## config.mk

```make
export PLATFORM = sky130hd
export DESIGN_NAME = ddr_cmd_arbiter
export DESIGN_NICKNAME = d
export VERILOG_FILES = /design/src/rtl/ddr_cmd_arbiter.sv
export SDC_FILE = /design/constraint.sdc
export NUM_CORES = 1
export LEC_CHECK = 0
export ABC_AREA = 1
export CORE_AREA = 2 2 89 91
export CTS_CLUSTER_SIZE = 12
export DETAILED_ROUTE_END_ITERATION = 6
export DIE_AREA = 0 0 91 93
export DONT_BUFFER_PORTS = 1
export PLACE_DENSITY = 0.76
export SYNTH_ARGS = -nofsm -noshare
export SYNTH_HDL_FRONTEND = slang
export SYNTH_SLANG_ARGS = --single-unit
```

## constraint.sdc

```tcl
create_clock -name CK_t -period 2.83 [get_ports CK_t]
set_clock_uncertainty 0.1 [all_clocks]
set_input_delay 0.283 -clock CK_t [delete_from_list [all_inputs] [get_ports CK_t]]
set_output_delay 0.283 -clock CK_t [all_outputs]
set_load 0.005 [all_outputs]
```

## src/rtl/ddr_cmd_arbiter.sv

```systemverilog
// Round-robin arbiter that shares the controller command input between NUM_REQ requesters.
// Latches the winning address/code, strobes cmd_rdy, then follows the controller busy handshake.
module ddr_cmd_arbiter #(
  parameter int NUM_REQ     = 4,
  parameter int ADDR_W      = 40,
  parameter int REQ_W       = 3,
  parameter int ACK_TIMEOUT = 16
) (
  input  logic                        CK_t,
  input  logic                        reset,
  input  logic [NUM_REQ-1:0]          req_valid,
  input  logic [NUM_REQ*ADDR_W-1:0]   req_addr,
  input  logic [NUM_REQ*REQ_W-1:0]    req_type,
  output logic [NUM_REQ-1:0]          req_ack,
  input  logic                        busy,
  input  logic                        refresh_rdy,
  output logic                        cmd_rdy,
  output logic [ADDR_W-1:0]           log_addr,
  output logic [REQ_W-1:0]            request,
  output logic [$clog2(NUM_REQ)-1:0]  grant_id,
  output logic                        timeout_err
);

  localparam int ID_W  = $clog2(NUM_REQ);
  localparam int CNT_W = $clog2(ACK_TIMEOUT) + 1;
  localparam logic [CNT_W-1:0] CNT_MAX = '1;
  localparam logic [CNT_W-1:0] CNT_LAST = CNT_W'(ACK_TIMEOUT - 1);
  localparam logic [ID_W-1:0]  ID_LAST  = ID_W'(NUM_REQ - 1);

  typedef enum logic [1:0] {IDLE, ISSUE, WAIT_ACK, WAIT_DONE} state_t;

  state_t               state_reg, state_next;
  logic [ID_W-1:0]      rr_ptr_reg, rr_ptr_next;
  logic [CNT_W-1:0]     cnt_reg, cnt_next;
  logic [NUM_REQ-1:0]   req_ack_reg, req_ack_next;
  logic                 cmd_rdy_reg, cmd_rdy_next;
  logic [ADDR_W-1:0]    log_addr_reg, log_addr_next;
  logic [REQ_W-1:0]     request_reg, request_next;
  logic [ID_W-1:0]      grant_id_reg, grant_id_next;
  logic                 timeout_err_reg, timeout_err_next;

  logic [ADDR_W-1:0]    addr_arr [NUM_REQ];
  logic [REQ_W-1:0]     type_arr [NUM_REQ];
  logic                 win_found;
  logic [ID_W-1:0]      win_idx;

  genvar gi;
  generate
    for (gi = 0; gi < NUM_REQ; gi++) begin : g_slice
      assign addr_arr[gi] = req_addr[gi*ADDR_W +: ADDR_W];
      assign type_arr[gi] = req_type[gi*REQ_W +: REQ_W];
    end
  endgenerate

  // Rotating priority search: first valid requester at or after rr_ptr wins.
  always_comb begin
    int cand;
    cand      = 0;
    win_found = 1'b0;
    win_idx   = '0;
    for (int i = 0; i < NUM_REQ; i++) begin
      cand = (int'(rr_ptr_reg) + i) % NUM_REQ;
      if (!win_found && req_valid[ID_W'(cand)]) begin
        win_found = 1'b1;
        win_idx   = ID_W'(cand);
      end
    end
  end

  always_comb begin
    state_next       = state_reg;
    rr_ptr_next      = rr_ptr_reg;
    cnt_next         = cnt_reg;
    req_ack_next     = '0;
    cmd_rdy_next     = 1'b0;
    log_addr_next    = log_addr_reg;
    request_next     = request_reg;
    grant_id_next    = grant_id_reg;
    timeout_err_next = timeout_err_reg;
    case (state_reg)
      IDLE: begin
        if (!refresh_rdy && !busy && win_found) begin
          log_addr_next         = addr_arr[win_idx];
          request_next          = type_arr[win_idx];
          grant_id_next         = win_idx;
          req_ack_next[win_idx] = 1'b1;
          cmd_rdy_next          = 1'b1;
          rr_ptr_next           = (win_idx == ID_LAST) ? '0 : win_idx + 1'b1;
          state_next            = ISSUE;
        end
      end
      ISSUE: begin
        cnt_next   = '0;
        state_next = WAIT_ACK;
      end
      WAIT_ACK: begin
        cnt_next = (cnt_reg == CNT_MAX) ? cnt_reg : cnt_reg + 1'b1;
        // busy takes priority over an expiring timeout on the same edge
        if (busy) begin
          state_next = WAIT_DONE;
        end else if (cnt_reg >= CNT_LAST) begin
          timeout_err_next = 1'b1;
          state_next       = IDLE;
        end
      end
      WAIT_DONE: begin
        if (!busy) state_next = IDLE;
      end
      default: state_next = IDLE;
    endcase
  end

  always_ff @(posedge CK_t) begin
    if (reset) begin
      state_reg       <= IDLE;
      rr_ptr_reg      <= '0;
      cnt_reg         <= '0;
      req_ack_reg     <= '0;
      cmd_rdy_reg     <= 1'b0;
      log_addr_reg    <= '0;
      request_reg     <= '0;
      grant_id_reg    <= '0;
      timeout_err_reg <= 1'b0;
    end else begin
      state_reg       <= state_next;
      rr_ptr_reg      <= rr_ptr_next;
      cnt_reg         <= cnt_next;
      req_ack_reg     <= req_ack_next;
      cmd_rdy_reg     <= cmd_rdy_next;
      log_addr_reg    <= log_addr_next;
      request_reg     <= request_next;
      grant_id_reg    <= grant_id_next;
      timeout_err_reg <= timeout_err_next;
    end
  end

  assign req_ack     = req_ack_reg;
  assign cmd_rdy     = cmd_rdy_reg;
  assign log_addr    = log_addr_reg;
  assign request     = request_reg;
  assign grant_id    = grant_id_reg;
  assign timeout_err = timeout_err_reg;

endmodule
```

Word-level counts from Yosys, hierarchy flattened
Cells that the tools add are included.
Widths: inputs -> output; s select.

operators by class
  reduce and logical (&&, ||, !) cells = 19
  magnitude comparators = 8
  bitwise gates (word level) = 4
  add/subtract/negate cells = 5
  eq/ne operators = 9
  muxes and demuxes = 37

operators by type and width
  operator             number
  $bmux 40 s2          1
  $mux 40              2
  $mux 2               9
  $lt 2x4->1 const B   4
  $mux 1               14
  $pmux 5 s2           1
  $bmux 1 s2           4
  $pmux 2 s4           1
  $bmux 3 s2           1
  $eq 2x2->1 const B   3
  $logic_and 1x1->1    6
  $mux 3               2
  $ne 2x2->1 const B   3
  $reduce_and 3->1     2
  $add 5x1->5 const B  1
  $eq 5x5->1 const B   1
  $ge 5x4->1 const B   1
  $logic_not 1->1      5
  $mux 5               1
  $add 2x1->2 const B  2
  $add 2x2->2 const B  2
  $reduce_and 2->1     2
  $ge 3x3->1 const B   1
  $lt 2x3->1 const B   1
  other kinds (10)     12

word-level totals
  output and inout bits = 51
  bits in registers = 60
  word-level logic and storage cells = 91

Depth between registers and ports, before layout
Gate-level depths: netlist of the first run.

  word-level depth = 17
  gate-level depth with buffers = 16
  gate-level depth less buffers = 15

Least setup slack after synthesis of the first run
OpenSTA, ideal clock, no wires.

  kind = register to register
  from = register rr_ptr_reg[0]
  to = register rr_ptr_reg[1]
  cell stages (with the launch flop) = 13
  required time = 2.660 ns
  setup slack = 0.828 ns
  clock period less this slack = 2.002 ns
  path buffers = 3
  data arrival time = 1.832 ns
  cell sequence = dfxtp_1 -> buf_4 -> nand2_2 -> nand3_2 -> nand2_1 -> nor2_2 -> nand2_1 -> nor2_1 -> nor2_4 -> buf_4 -> buf_6 -> ha_1 -> a21oi_1

between the ends
  cells in the longest elaborated chain, start to end = 15
  elaborated cells on any way between the ends = 34
  classes of those cells = add/sub: 4; eq/ne: 1; mux: 21; reduce/logical: 8

ends and longest elaborated chain
  element                                                               line  source
  start, declared                                                       33    logic [ID_W-1:0] rr_ptr_reg, rr_ptr_next;
  start signal, assigned                                                126   rr_ptr_reg <= rr_ptr_next;
  parallel branches: the longest is 15 deep, another holds $add 2x1->2  --

Several ways; the timed one is not identified. The select of a mux whose other input is x is not followed.
A chain may end at the register's enable or synchronous reset.

Final worst setup path of the first run
  from = register rr_ptr_reg[0]
  to = register log_addr_reg[6] (netlist: log_addr[6])

between the ends
  cells in the longest elaborated chain, start to end = 17
  elaborated cells on any way between the ends = 35
  classes of those cells = add/sub: 3; mux: 23; bitwise: 1; reduce/logical: 8

ends and longest elaborated chain
  element                                                               line  source
  parallel branches: the longest is 17 deep, another holds $add 2x1->2  --
  end signal, assigned                                                  130   log_addr_reg <= log_addr_next;
  end, declared                                                         37    logic [ADDR_W-1:0] log_addr_reg, log_addr_next;

Several ways; the timed one is not identified. The select of a mux whose other input is x is not followed.

==> qor.txt, run 1 <==
Via density: 5.46
Fmax: 407 MHz
total die area: 0.00846 mm2
Met1 Wirelength: 4.75 mm
Layout Nets: 943
grt total ovfl: 0
Post-route DRC: 0
Max IR drop VDD: 296 uV
Final ANT Viol Nets: 0
synthesized area per cell: 5.63 um2
DRT Wirelength: 12.6 mm
syn_nets: 965
startpoint type of the worst setup path: flip-flop
clk root buf: clkbuf_8
Final Max Tran Viols: 0
max_slew headroom: 0.595
status: finished, final reports clean
top cells by instance count after synthesis: nand2_1 (230), nand3_1 (145), inv_1 (129), nor2_1 (80), dfxtp_1 (60)
Worst-Margin Slew: 605 ps
total power: 3.09 mW
Core ar.: 0.00753 mm2
unrepaired setup endpoints after global routing: no
Die W: 91 um
DRT iter0 DRCs: 151
Syn Std Cell Area: 0.00439 mm2
row count: 32
CTS clock-pin slew for the worst setup and hold paths: 70 ps
yosys warns: 0
P per Cell Area: 677 mW/mm2
Final GP Congestion: 0.980
Switching Fraction: 0.435
Int Pwr: 1.74 mW
Tcrit/Tclk final: 0.868
Leak Pwr: 2.45 nW
R2R setup slack: 370 ps
first-pass GRT wire length: 20.0 mm
RR Startpoint: rr_ptr_reg[0]
CP required: 2950 ps
Crit Path Class: flip-flop to flip-flop
sequential area share after synthesis: 0.274
die height: 93 um
Synth Flop Type: dfxtp_1
# fillers: 768
share of layout cells above drive strength 1: 0.0524
count leader, synth: nand2_1
area leader, netlist: dfxtp_1
sequential power share: 0.331
Top-Level Pins: 231
P_sw: 1.34 mW
Hold Crit Depth: 4
CP Capture Type: flip-flop
end point of the worst hold path: log_addr[8]
Unique masters post-synth: 29
setup violators final: 0
max reg flops: 40
DR WL met3: 1.19 mm
DR top layer: met4
GRT Total Usage: 0.289
detailed placer's ending HPWL: 9.16 mm
worst-path fanout max: 23
detailed-router iteration count before antenna repair: 5
number of clock sinks: 60
Hold Violations, Final: 0
worst skew pair latency: 330 ps
crit path DAT: 2580 ps
Post-CTS Repair Setup Buffers: 0
H-Tree Depth: 3
Tmin final: 2460 ps
top cell type's share of synthesized area: 0.274
TritonCTS clock tree: built
Comb pwr share: 0.454
worst min-delay path category: primary input to flip-flop
initial antenna violation count: 0
total number of vias: 4724
setup TNS: 0 ps
Inserted Clock Buffers: 9
Port Buffer Count: 0
area grow syn2layout: 3.88%
Max-Cap Viols: 0
asr flop ratio synth: 0
hold path startpoint: req_addr[128]
# diodes: 0
number of synthesized flops with an enable pin: 0
flip-flop and latch count after synthesis: 60
CTS max path bufs: 2
Clock Power Share: 0.215
drt wl/cell: 14.5 um
largest net degree at the start of global routing: 54
met2 WL: 6.34 mm
cells on worst reg2reg path: 14
Initial Util: 0.583
Cells after Synth: 780
largest cells by area after synthesis: dfxtp_1 (27%), nand2_1 (20%), nand3_1 (17%)
FF-to-FF End: log_addr[6]
vias in the first global route: 4359
[final cells by class]
class	instances	area, um2	share of cell area
clock buffer	14	153	0.0335
tap	102	128	0.0280
sequential	60	1200	0.264
clock inverter	2	10.0	0.00220
inverter	132	495	0.109
timing repair buffer	14	136	0.0299
multi-input combinational	541	2430	0.534
[worst max-delay path by stage]
| stage | startpoint | to | cells past startpoint |
|---|---|---|---|
| 3_5_place_dp | rr_ptr_reg[0] | log_addr[19] | 14 |
| 2_1_floorplan | rr_ptr_reg[0] | rr_ptr_reg[1] | 12 |
| 3_3_place_gp | rr_ptr_reg[0] | log_addr[19] | 14 |
| 4_1_cts | rr_ptr_reg[0] | log_addr[6] | 14 |
| 5_1_grt | rr_ptr_reg[0] | log_addr[6] | 14 |
| 6_report | rr_ptr_reg[0] | log_addr[6] | 14 |
[worst max-delay path, stage by stage (launching register included)]
cell and delay (ps):
dfxtp_2 460, inv_2 110, nand2_1 110, nand3_1 110
nand2_1 160, nor2_1 80, nor2_1 190, nand2_4 90
nand2_4 240, buf_4 290, nand2_1 80, nand3_1 90
nand2_1 60, nor2_1 110, nor2_1 60
[cells in the final DEF (no fill, tap or decap), types with 2 or more instances in the layout]
cell type	n
nand4_1	3
buf_12	2
nand2_1	230
dfxtp_1	59
nor2_1	80
a21oi_1	17
nand2_2	3
clkbuf_8	10
inv_2	3
clkinv_2	2
inv_1	129
a221oi_1	2
nand3_2	3
nand3_1	144
nand2_4	2
buf_4	10
nor3_1	4
ha_1	5
o21ai_0	39
clkbuf_1	4
[layer usage]
layer | GRT usage | vias to the layer above
li1 | - | 2358
met1 | 0.313 | 2092
met2 | 0.525 | 246
met3 | 0.0822 | 28
met4 | 0.125 | 0
met5 | 0 | -
[metrics by stage]
stage                     std cells  hold WS [ps]  setup WS, ps  cell area [um2]   util
after floorplan                 780           359           828             4390      -
after global placement          848           259           401             4380  0.582
after detailed placement        848           262           287             4380  0.582
after CTS                       865          57.2           290             4550  0.605
after global routing            865          78.0           157             4560  0.606
final                           865          68.0           373             4560  0.606
[cells by family (layout without fill, tap and decap cells)]
kind of cell | Yosys count | in the layout | synth area share
compound gates | 62 | 62 | 0.0747
simple gates | 474 | 474 | 0.465
buf+inv | 179 | 162 | 0.173
flops | 60 | 60 | 0.274
fa+ha+maj | 5 | 5 | 0.0143
[what timing repair did]
item	in CTS	in global routing
hold buffers	1	0
hold endpoints to repair	16	0
endpoints found under the setup margin	0	13
gates resized for setup	0	2
[power by group through the flow]
stage / logic (mW) / registers, mW / clock network (mW)
floorplan: 1.17 / 1.01 / 0
global placement: 1.35 / 1.04 / 0
detailed placement: 1.39 / 1.04 / 0
CTS: 1.40 / 1.02 / 0.681
global route: 1.60 / 1.03 / 0.710
finish: 1.40 / 1.02 / 0.664
Power figures use the tool's default switching activity.
==> run 2: changes to the inputs <==
--- a/config.mk
+++ b/config.mk
@@ -6,12 +6,12 @@
 export NUM_CORES = 1
 export LEC_CHECK = 0
 export ABC_AREA = 1
-export CORE_AREA = 2 2 89 91
+export CORE_UTILIZATION = 50
 export CTS_CLUSTER_SIZE = 12
 export DETAILED_ROUTE_END_ITERATION = 6
-export DIE_AREA = 0 0 91 93
 export DONT_BUFFER_PORTS = 1
-export PLACE_DENSITY = 0.76
+export MAX_ROUTING_LAYER = met4
+export PLACE_DENSITY = 0.67
 export SYNTH_ARGS = -nofsm -noshare
 export SYNTH_HDL_FRONTEND = slang
 export SYNTH_SLANG_ARGS = --single-unit
==> run 2 against run 1 <==
  * Cell area is 0.44% higher
  * Hold slack worse by 11 ps
  * Die area grew 8.2%
  * Critical path depth fell by 1
  * Total power grew 1.2%
  * Wire length grew 0.65%
  * Maximum frequency down 3.5%
  * Largest cell class unchanged
  * Highest routed layer unchanged
==> qor.txt, run 2 (synthesis gave the netlist of run 1 again) <==
status: finished, final reports clean
area grow syn2layout: 4.33%
FF-to-FF End: log_addr[39]
Post-route DRC: 0 (unchanged)
startpoint type of the worst setup path: flip-flop
Final ANT Viol Nets: 0 (unchanged)
die height: 95.7 um (+2.9%)
Hold Violations, Final: 0 (unchanged)
Met1 Wirelength: 5.04 mm (+6.2%)
# fillers: 864 (+13%)
Clock Power Share: 0.224 (+0.009)
Switching Fraction: 0.434 (-0.000641)
met2 WL: 6.10 mm (-3.7%)
PostCTS Resize Cnt: 0 (unchanged)
Worst-Margin Slew: 655 ps (+49.9 ps)
share of layout cells above drive strength 1: 0.0550 (+0.00255)
CTS clock-pin slew for the worst setup and hold paths: 70 ps (about the same)
Setup crit end: log_addr[39]
crit path DAT: 2730 ps (+150 ps)
Comb pwr share: 0.449 (-0.005)
max reg flops: 40 (unchanged)
Top-Level Pins: 231 (unchanged)
Final Max Tran Viols: 0 (unchanged)
Leak Pwr: 2.47 nW (+0.51%)
Core ar.: 0.00834 mm2 (+11%)
CP required: 3020 ps (+70 ps)
total die area: 0.00916 mm2 (+8.2%)
Initial Util: 0.526 (-0.0569)
unrepaired setup endpoints after global routing: no
Inserted Clock Buffers: 9 (unchanged)
GRT Total Usage: 0.279 (-0.00931)
setup TNS: 0 ps (unchanged)
commonest non-fill, non-tap cell in the layout: nand2_1
TritonCTS clock tree: built
commonest non-fill, non-tap cells in the layout: nand2_1 (230), nand3_1 (144), inv_1 (129)
R2R setup slack: 290 ps (-90 ps)
total number of vias: 4684 (-0.85%)
vias in the first global route: 4103 (-5.9%)
worst min-delay path category: primary input to flip-flop
Post-CTS Repair Setup Buffers: 0 (unchanged)
setup violators final: 0 (unchanged)
Layout Nets: 945 (+0.21%)
Final GP Congestion: 0.837 (-15%)
# hold bufs at CTS: 1 (unchanged)
H-Tree Depth: 3 (unchanged)
worst skew pair latency: 340 ps (about the same)
worst-path fanout max: 15 (-35%)
CP Launch Point: rr_ptr_reg[0]
Fmax: 393 MHz (-3.5%)
grt total ovfl: 0 (unchanged)
Max IR drop VDD: 276 uV (-6.8%)
initial antenna violation count: 0 (unchanged)
cells on worst reg2reg path: 13 (-1)
fin util: 0.549 (-0.0567)
row count: 33 (+3.1%)
first-pass GRT wire length: 19.1 mm (-4.4%)
CP Capture Type: flip-flop
DRT Wirelength: 12.7 mm (+0.65%)
sequential power share: 0.326 (-0.005)
Via density: 5.39 (-1.3%)
max_slew headroom: 0.562 (-0.0333)
Tcrit/Tclk final: 0.899 (+0.0310)
Tmin final: 2540 ps (+87.8 ps)
CTS max path bufs: 2 (unchanged)
largest net degree at the start of global routing: 49 (-9.3%)
drt wl/cell: 14.6 um (+0.19%)
Max-Cap Viols: 0 (unchanged)
# diodes: 0 (unchanged)
Port Buffer Count: 0 (unchanged)
Die W: 95.7 um (+5.2%)
number of clock sinks: 60 (unchanged)
DR WL met3: 1.12 mm (-6.0%)
detailed placer's ending HPWL: 9.21 mm (+0.58%)
clk root buf: clkbuf_8
DR top layer: met4
RR Startpoint: rr_ptr_reg[0]
Int Pwr: 1.77 mW (+1.3%)
P per Cell Area: 682 mW/mm2 (+0.72%)
P_sw: 1.36 mW (+1.0%)
Crit Path Class: flip-flop to flip-flop
detailed-router iteration count before antenna repair: 5 (unchanged)
DRT iter0 DRCs: 178 (+18%)
## run 2: cell types whose count changed in the layout (fill, tap and decap cells not counted), sizes merged
| cell | before | now |
|---|---|---|
| buf | 13 | 15 |
| clkbuf | 14 | 13 |
## run 2: power by group through the flow
| stage | combinational [mW] | clock [mW] | sequential [mW] |
|---|---|---|---|
| 6_report | 1.40 | 0.701 | 1.02 |
| 5_1_grt | 1.62 | 0.754 | 1.03 |
| 4_1_cts | 1.41 | 0.715 | 1.02 |
| 3_5_place_dp | 1.40 | 0 | 1.04 |
| 3_3_place_gp | 1.38 | 0 | 1.04 |
| 2_1_floorplan | 1.17 | 0 | 1.01 |
## run 2: routing by layer
layer,vias to the layer above,GRT usage
met5,-,-
met4,0,0.127
met3,38,0.0561
met2,247,0.470
met1,2039,0.320
li1,2360,-
## run 2: critical path, stage by stage (launching register included)
cell	delay, ps
dfxtp_1	570
inv_2	140
nand2_1	100
nand2_2	90
nand2_1	70
nand2_1	90
nand4_1	140
nand2_1	110
nor2_4	460
buf_4	290
nand3_1	110
nand3_1	110
nand2_1	60
inv_1	50
## run 2: worst min path at each step
stage                             start          end  slack (ps)  cells after the start
after global routing      req_addr[123]  log_addr[3]          80                      4
after detailed placement          reset  timeout_err         260                      1
final                       req_type[9]   request[0]          60                      4
after CTS                   req_type[9]   request[0]          50                      4
after floorplan              cnt_reg[0]   cnt_reg[0]         360                      1
after global placement            reset   cnt_reg[1]         260                      1
## run 2: per-stage QoR
| step | power, mW | hold slack [ps] | cell area (um2) | setup WS [ps] | instances |
|---|---|---|---|---|---|
| final | 3.12 | 56.9 | 4580 | 285 | 869 |
| after global placement | 2.42 | 259 | 4400 | 384 | 853 |
| after floorplan | 2.18 | 359 | 4390 | 828 | 780 |
| after CTS | 3.14 | 48.2 | 4580 | 286 | 869 |
| after detailed placement | 2.44 | 261 | 4400 | 303 | 853 |
| after global routing | 3.40 | 75.3 | 4580 | 18.8 | 869 |
## run 2: final cells by class
cell class	instances	area, um2	share of cell area
Clock buffer	13	159	0.0347
Tap cell	105	131	0.0287
Clock inverter	2	10.0	0.00219
Multi-Input combinational cell	541	2430	0.532
Timing Repair Buffer	16	148	0.0322
Sequential cell	60	1200	0.262
Inverter	132	495	0.108
==> run 3: changes to the inputs <==
--- a/config.mk
+++ b/config.mk
@@ -10,7 +10,6 @@
 export CTS_CLUSTER_SIZE = 12
 export DETAILED_ROUTE_END_ITERATION = 6
 export DONT_BUFFER_PORTS = 1
-export MAX_ROUTING_LAYER = met4
 export PLACE_DENSITY = 0.67
 export SYNTH_ARGS = -nofsm -noshare
 export SYNTH_HDL_FRONTEND = slang
==> run 3 against run 2 <==
  * Via count rose by 1.2%
  * Sequential share of layout area fell by 0.10 points
  * First-iteration DRC count decreased by 9.0%
  * Largest cell class unchanged
==> qor.txt, run 3 (synthesis gave the netlist of run 1 again) <==
Tcrit/Tclk final: 0.924 (+0.0247)
Final ANT Viol Nets: 0 (unchanged)
area of the multi-input gates: 0.00245 mm2 (+0.46%)
Final GP Congestion: 0.814 (-2.7%)
die height: 95.7 um (unchanged)
Fin Hold WS: 63.4 ps (+6.46 ps)
grt total ovfl: 0 (unchanged)
worst min-delay path category: primary input to flip-flop
P_sw: 1.42 mW (+4.8%)
worst-path fanout max: 14 (-1)
area grow syn2layout: 4.73%
CP required: 3000 ps (-20 ps)
setup TNS: 0 ps (unchanged)
Layout Nets: 944 (-0.11%)
unrepaired setup endpoints after global routing: no
Setup crit end: rr_ptr_reg[1]
P per Cell Area: 691 mW/mm2 (+1.3%)
RR Startpoint: rr_ptr_reg[0]
clk root buf: clkbuf_8
Worst-Margin Slew: 696 ps (+40.7 ps)
fin util: 0.551 (+0.00210)
worst skew pair latency: 340 ps (about the same)
Die W: 95.7 um (unchanged)
total die area: 0.00916 mm2 (unchanged)
Fmax: 382 MHz (-2.7%)
number of clock sinks: 60 (unchanged)
# diodes: 0 (unchanged)
Inserted Clock Buffers: 9 (unchanged)
Initial Util: 0.526 (unchanged)
pre-CTS setup slack: 307 ps (+3.81 ps)
FF-to-FF End: rr_ptr_reg[1]
Max-Cap Viols: 0 (unchanged)
Tmin final: 2610 ps (+69.9 ps)
detailed placer's ending HPWL: 9.21 mm (about the same)
setup violators final: 0 (unchanged)
Post-route DRC: 0 (unchanged)
largest net degree at the start of global routing: 54 (+10%)
row count: 33 (unchanged)
Max IR drop VDD: 356 uV (+29%)
Leak Pwr: 2.45 nW (-0.46%)
Hold Violations, Final: 0 (unchanged)
max_slew headroom: 0.535 (-0.0272)
Seq. cell area: 0.00120 mm2 (unchanged)
Worst Slack Setup Final: 215 ps (-69.9 ps)
initial antenna violation count: 0 (unchanged)
CTS max path bufs: 2 (unchanged)
TritonCTS clock tree: built
H-Tree Depth: 3 (unchanged)
startpoint type of the worst setup path: flip-flop
R2R setup slack: 220 ps (-70 ps)
DRT iter0 DRCs: 162 (-9.0%)
GRT Total Usage: 0.272 (-0.00756)
first-pass GRT wire length: 19.2 mm (+0.47%)
detailed-router iteration count before antenna repair: 5 (unchanged)
Switching Fraction: 0.448 (+0.0134)
Top-Level Pins: 231 (unchanged)
drt wl/cell: 15.0 um (+3.3%)
Crit Path Class: flip-flop to flip-flop
Via density: 5.46 (+1.2%)
CP Capture Type: flip-flop
PostCTS Resize Cnt: 0 (unchanged)
share of layout cells above drive strength 1: 0.0576 (+0.00262)
DRT Wirelength: 13.1 mm (+3.3%)
vias in the first global route: 4135 (+0.78%)
commonest non-fill, non-tap cell in the layout: nand2_1
Comb pwr share: 0.456 (+0.007)
max reg flops: 40 (unchanged)
# fillers: 878 (+1.6%)
Final Max Tran Viols: 0 (unchanged)
cells on worst reg2reg path: 11 (-2)
Int Pwr: 1.75 mW (-0.76%)
commonest non-fill, non-tap cells in the layout: nand2_1 (230), nand3_1 (144), inv_1 (129)
CTS clock-pin slew for the worst setup and hold paths: 80 ps (about the same)
sequential power share: 0.321 (-0.005)
Core ar.: 0.00834 mm2 (unchanged)
crit path DAT: 2790 ps (+60 ps)
CP Launch Point: rr_ptr_reg[0]
Clock Power Share: 0.223 (about the same)
Port Buffer Count: 0 (unchanged)
total number of vias: 4741 (+1.2%)
status: finished, final reports clean
Post-CTS Repair Setup Buffers: 0 (unchanged)
[run 3: cell count changes in the layout (fill, tap and decap cells not counted), sizes merged]
cell,before,now
nor2,83,84
clkbuf,13,10
buf,15,13
clkinvlp,0,4
[run 3: through the flow]
stage / area (um2) / power [mW] / std cells
after detailed placement: 4400 / 2.45 / 851
after floorplan: 4390 / 2.18 / 780
after global placement: 4400 / 2.42 / 851
after global routing: 4600 / 3.43 / 869
after CTS: 4590 / 3.16 / 868
final: 4600 / 3.18 / 869
[run 3: area by class of cell]
cell class / count / area share
multi-input combinational: 542 / 0.532
sequential: 60 / 0.261
inverter: 132 / 0.108
timing repair buffer: 14 / 0.0316
clock buffer: 10 / 0.0299
tap: 105 / 0.0286
clock inverter: 6 / 0.00871
[run 3: how the worst min path moves through the flow]
| stage | start | end | slack, ps | cells after the start |
|---|---|---|---|---|
| global placement | reset | cnt_reg[1] | 260 | 1 |
| detailed placement | reset | cnt_reg[1] | 260 | 1 |
| finish | req_addr[124] | log_addr[4] | 60 | 4 |
| CTS | req_addr[150] | log_addr[30] | 50 | 4 |
| global route | req_addr[144] | log_addr[24] | 70 | 4 |
| floorplan | cnt_reg[0] | cnt_reg[0] | 360 | 1 |
[run 3: worst max-delay path, stage by stage (launching register included)]
cell and delay (ps):
dfxtp_1 580, inv_2 140, nand2_1 110, nand2_2 80, nand2_1 60, nand2_1 80, nand4_1 120, nand2_1 120
nor2_4 460, buf_4 300, ha_1 260, a21oi_1 120
[run 3: metal layers]
metal	track usage	routed length, um	up-vias	part of all wire
met5	0	0	-	0
met4	0.102	232	0	0.018
met3	0.0703	1030	24	0.079
met2	0.482	6420	208	0.49
met1	0.313	5380	2145	0.41
li1	-	-	2364	-
[run 3: power by group through the flow]
stage                     registers [mW]  clock network (mW)  logic (mW)
after detailed placement            1.04                   0        1.41
final                               1.02               0.708        1.45
after global placement              1.04                   0        1.39
after floorplan                     1.01                   0        1.17
after CTS                           1.02               0.722        1.42
after global routing                1.03               0.757        1.64
[run 3: timing repair]
action / 4_1_cts / 5_1_grt
setup endpoints to repair: 0 / 1
hold endpoints to repair: 16 / 0
hold buffers: 1 / 0
